### config.mk
export PLATFORM = sky130hd
export DESIGN_NAME = alu_arb
export DESIGN_NICKNAME = d
export VERILOG_FILES = /design/src/rtl/alu_arb.sv
export SDC_FILE = /design/constraint.sdc
export NUM_CORES = 1
export LEC_CHECK = 0
export CORE_MARGIN = 3
export CORE_UTILIZATION = 35
export CTS_CLUSTER_SIZE = 24
export DETAILED_ROUTE_END_ITERATION = 8
export PLACE_DENSITY = 0.84
export SYNTH_ARGS = -nofsm -noshare
export SYNTH_HDL_FRONTEND = slang
export SYNTH_SLANG_ARGS = --single-unit
### constraint.sdc
create_clock -name clk -period 2.8 [get_ports clk]
set_input_delay 0.56 -clock clk [delete_from_list [all_inputs] [get_ports clk]]
set_output_delay 0.56 -clock clk [all_outputs]
set_load 0.01 [all_outputs]
### src/rtl/alu_arb.sv
// alu_arb: two-requester round-robin front end for one shared combinational ALU.
// Defining ALU_ARB_STATS_EN adds saturating per-requester grant counters.
module alu_arb #(
  parameter int DATA_W = 32
) (
  input  logic              clk,
  input  logic              rst,
  input  logic [1:0]        req_valid,
  input  logic [3:0]        req_cntrl0,
  input  logic [3:0]        req_cntrl1,
  input  logic [DATA_W-1:0] req_a0,
  input  logic [DATA_W-1:0] req_b0,
  input  logic [DATA_W-1:0] req_a1,
  input  logic [DATA_W-1:0] req_b1,
  output logic [1:0]        req_ready,
  output logic [3:0]        alu_cntrl,
  output logic [DATA_W-1:0] alu_d1,
  output logic [DATA_W-1:0] alu_d2,
  input  logic [DATA_W-1:0] alu_output,
  input  logic              alu_zero,
  output logic              resp_valid,
  output logic              resp_id,
  output logic [DATA_W-1:0] resp_data,
  output logic              resp_zero,
  input  logic              resp_ready,
  output logic [15:0]       grant_cnt0,
  output logic [15:0]       grant_cnt1
);

  typedef enum logic [1:0] {IDLE, EXEC, RESP} state_e;

  typedef struct packed {
    logic [3:0]        cntrl;
    logic [DATA_W-1:0] a;
    logic [DATA_W-1:0] b;
    logic              id;
  } op_t;

  state_e            state_q, state_d;
  op_t               op_q, op_d;
  op_t               req_op [2];
  logic              last_q, last_d;
  logic              resp_valid_q, resp_valid_d;
  logic              resp_id_q, resp_id_d;
  logic              resp_zero_q, resp_zero_d;
  logic [DATA_W-1:0] resp_data_q, resp_data_d;
  logic [1:0]        grant;
  logic              hs;
  logic              gsel;

  assign req_op[0] = '{cntrl: req_cntrl0, a: req_a0, b: req_b0, id: 1'b0};
  assign req_op[1] = '{cntrl: req_cntrl1, a: req_a1, b: req_b1, id: 1'b1};

  // Tie goes to whichever requester was not granted last; rst gates the strobe
  // so nothing is offered while reset is held.
  always_comb begin
    grant = 2'b00;
    if (state_q == IDLE && rst) begin
      case (req_valid)
        2'b01:   grant = 2'b01;
        2'b10:   grant = 2'b10;
        2'b11:   grant = last_q ? 2'b01 : 2'b10;
        default: grant = 2'b00;
      endcase
    end
  end

  assign hs        = |grant;
  assign gsel      = grant[1];
  assign req_ready = grant;

  always_comb begin
    state_d      = state_q;
    op_d         = op_q;
    last_d       = last_q;
    resp_valid_d = resp_valid_q;
    resp_id_d    = resp_id_q;
    resp_zero_d  = resp_zero_q;
    resp_data_d  = resp_data_q;
    alu_cntrl    = '0;
    alu_d1       = '0;
    alu_d2       = '0;
    case (state_q)
      IDLE: begin
        if (hs) begin
          op_d    = req_op[gsel];
          last_d  = gsel;
          state_d = EXEC;
        end
      end
      EXEC: begin
        alu_cntrl    = op_q.cntrl;
        alu_d1       = op_q.a;
        alu_d2       = op_q.b;
        resp_data_d  = alu_output;
        resp_zero_d  = alu_zero;
        resp_id_d    = op_q.id;
        resp_valid_d = 1'b1;
        state_d      = RESP;
      end
      RESP: begin
        // ALU ports keep the captured operands so the result stays consistent
        alu_cntrl = op_q.cntrl;
        alu_d1    = op_q.a;
        alu_d2    = op_q.b;
        if (resp_ready) begin
          resp_valid_d = 1'b0;
          state_d      = IDLE;
        end
      end
      default: state_d = IDLE;
    endcase
  end

  always_ff @(posedge clk or negedge rst) begin
    if (!rst) begin
      state_q      <= IDLE;
      op_q         <= '0;
      last_q       <= 1'b1;
      resp_valid_q <= 1'b0;
      resp_id_q    <= 1'b0;
      resp_zero_q  <= 1'b0;
      resp_data_q  <= '0;
    end else begin
      state_q      <= state_d;
      op_q         <= op_d;
      last_q       <= last_d;
      resp_valid_q <= resp_valid_d;
      resp_id_q    <= resp_id_d;
      resp_zero_q  <= resp_zero_d;
      resp_data_q  <= resp_data_d;
    end
  end

  assign resp_valid = resp_valid_q;
  assign resp_id    = resp_id_q;
  assign resp_zero  = resp_zero_q;
  assign resp_data  = resp_data_q;

`ifdef ALU_ARB_STATS_EN
  logic [1:0][15:0] cnt_q, cnt_d;

  always_comb begin
    cnt_d = cnt_q;
    for (int i = 0; i < 2; i++) begin
      if (grant[i] && cnt_q[i] != 16'hFFFF) cnt_d[i] = cnt_q[i] + 16'd1;
    end
  end

  always_ff @(posedge clk or negedge rst) begin
    if (!rst) cnt_q <= '0;
    else      cnt_q <= cnt_d;
  end

  assign grant_cnt0 = cnt_q[0];
  assign grant_cnt1 = cnt_q[1];
`else
  assign grant_cnt0 = '0;
  assign grant_cnt1 = '0;
`endif

endmodule

==> impl_metrics.toml <==
[synth]
syn_avg_cell_area_um2 = 9.31
seq_area_frac_synth = 0.484
synthAdderAreaFrac = 0.00903
synth_compound_area_frac = 0.209
yosysWarningCount = 0
synth_common_cells = "dfrtp_1, a21oi_1, nor2_1"
dominantRegCellSynth = "dfrtp_1"
ys_top_cells_by_area = "dfrtp_1, and2_1, a31oi_1"
async_flop_share = 1.00
synth_top_area_share = 0.479
synthCells = 595
synth-xor-area-share = 0
yosysMostFrequentCell = "dfrtp_1"
synth-edff-count = 0
ys_ff_latch = 107
synth.distinct_cells = 24
synthSimpleGateAreaFrac = 0.130
muxShareOfSynthArea = 0.0732
syn-cell-area_mm2 = 0.00554
yosysTopAreaCell = "dfrtp_1"
synth_top_family_by_area = "compound AO/OA/AOI/OAI gates"

[timing]
worst_slack_ns = 0.0977
maxSlewHeadroom = 0.483
tightest_slew_ns = 0.775
final_hold_viol_count = 0
rsz0062_at_grt = "false"
setup_violations = 0
finalMaxSlewViolations = 0
whs_ns = 0.0229
tns_ns = 0
layout_min_cycle_time_ns = 2.70
min_period_over_period = 0.965
timing.fmax_mhz = 370
skew_ns = 0.0141

[detailed_routing]
wl_met2_um = 9200
remaining_drc_errors = 0
wl_per_cell_um = 17.7
vias_per_cell = 5.06
routed.top_layer = "met4"
wirelength_um = 18700
drtIter0Drc = 264
dr_total_vias = 5366
wirelength_met1_um = 7650
firstDrtPassIters = 4
drtAntennaViolNets = 0
met3_length_um = 1400

[finish]
diodes = 0
fillerInstances = 1376
syn_to_final_growth_pct = 56.4
drive_above_1_share = 0.0918
finalNetCount = 1023

[pwr]
power.leakage_nw = 3.47
clkPwrFrac = 0.129
p_int_w = 0.00616
power_frac_seq = 0.278
p_comb_frac = 0.594
peakVddDrop_v = 0.000658
switching_share = 0.373
p_per_area_mw_per_mm2 = 1130
switchingPower_w = 0.00366

[floorplan]
die_w_um = 132
start_util = 0.360
core.rowCount = 45
die_y_um = 132
ioPinCount = 311
core_mm2 = 0.0154
die_area_mm2 = 0.0174

[clock_tree]
cts_buffers = 9
root_buffer = "clkbuf_16"
h-tree-depth = 3
path_clk_slew_ns = 0.08
clk_latency_ns = 0.35
cts_buffer_depth = 2
cts_setup_buffers = 0
tritoncts = "yes"
cts.sinks = 107

[placement]
gp_congestion = 0.775
place_hpwl_um = 12700
io_buffer_count = 278
dp_slack_ns = 0.121

[setup_path]
r2r-start = "state_q[0]"
path_max_fanout = 30
required_ns = 2.24
arrival_ns = 2.14
crit_type = "reg2out"
startpoint_type = "register"
r2r_setup_slack_ns = 0.86
r2r_cells = 6
r2r-end = "op_q[42]"
cp-end-kind = "output port"

[global_routing]
grt_pass1_vias = 5301
grt_usage = 0.203
grt_start_max_net_pins = 71
grt_pass1_wl_um = 28200
antenna_found_initial = 0
grt-ovfl-total = 0

[status]
outcome = "finished clean"

[job]
max_cap_viol_count = 0

[worst_hold_path]
hp-class = "in2async"
cell type report:
class                      count  area (um2)  share of cell area
timing repair buffer         295        2930               0.338
clock buffer                   9         225              0.0260
clock inverter                 7        70.1             0.00808
tap                          211         264              0.0305
multi-input combinational    427        2480               0.286
inverter                       5        18.8             0.00217
sequential                   107        2680               0.309
worst max path at each step:
stage                             from           end  slack [ns]  cells past startpoint
after floorplan             state_q[0]  alu_cntrl[0]        0.90                      5
after global placement    req_valid[1]  req_ready[1]        0.15                      4
after detailed placement  req_valid[1]  req_ready[1]        0.12                      4
after CTS                   state_q[0]     alu_d1[4]       0.002                      5
after global routing        state_q[0]     alu_d2[1]       0.007                      5
final                       state_q[0]     alu_d1[4]         0.1                      5
critical path: stages, from the launching register on:
cell	delay, ns
dfrtp_1	0.39
inv_1	0.09
ha_2	0.41
buf_12	0.18
and2_1	0.18
clkdlybuf4s50_1	0.54
per-layer routing:
| layer | up-vias | GRT usage |
|---|---|---|
| met3 | 30 | 0.0557 |
| met4 | 0 | 0.0706 |
| met1 | 2581 | 0.236 |
| li1 | 2506 | - |
| met2 | 249 | 0.362 |
| met5 | - | 0 |
power by group through the flow:
stage | sequential, W | clock, W | combinational [W]
after global routing | 0.00281 | 0.00137 | 0.00626
after CTS | 0.00272 | 0.00131 | 0.00587
final | 0.00273 | 0.00126 | 0.00583
after global placement | 0.00270 | 0 | 0.00577
after floorplan | 0.00277 | 0 | 0.00274
after detailed placement | 0.00275 | 0 | 0.00585
repair_timing:
item | 4_1_cts | 5_1_grt
hold endpoints to repair | 0 | 0
hold buffers | 0 | 0
resized for setup | 0 | 1
setup endpoints to repair | 0 | 52
kinds of logic (layout without fill, tap and decap cells):
| group | count (synthesis) | count (layout) |
|---|---|---|
| other cells | 1 | 32 |
| compound gates | 211 | 211 |
| simple gates | 144 | 144 |
| mux | 36 | 36 |
| fa+ha+maj | 4 | 4 |
| flops | 107 | 107 |
| buf+inv | 92 | 316 |
stage by stage:
stage	util	total power, W	area, um2	instances
global placement	0.544	0.00847	8370	1045
finish	0.564	0.00982	8670	1061
global route	0.564	0.0104	8670	1061
detailed placement	0.544	0.00860	8370	1045
floorplan	-	0.00550	5660	626
CTS	0.564	0.00991	8660	1061
layout by cell type (no fill, tap or decap), types with 2 or more instances in the layout:
cell type          n
dfrtp_1          106
mux2_2            36
inv_6              2
conb_1            32
ha_1               3
a21oi_1           70
clkdlybuf4s50_1  277
nor2_1            70
and2_1            68
buf_12             2
o21ai_0           68
a31oi_1           68
inv_1              5
clkbuf_16          9
inv_8              2
o22ai_1            2
buf_4             16
registers in the layout, indices dropped and copies added, names as in the netlist:
name and cells:
resp_valid 1, resp_zero 1, resp_data 32, state_q 2, last_q 1, op_q 69
resp_id 1
Power figures use the tool's default switching activity.
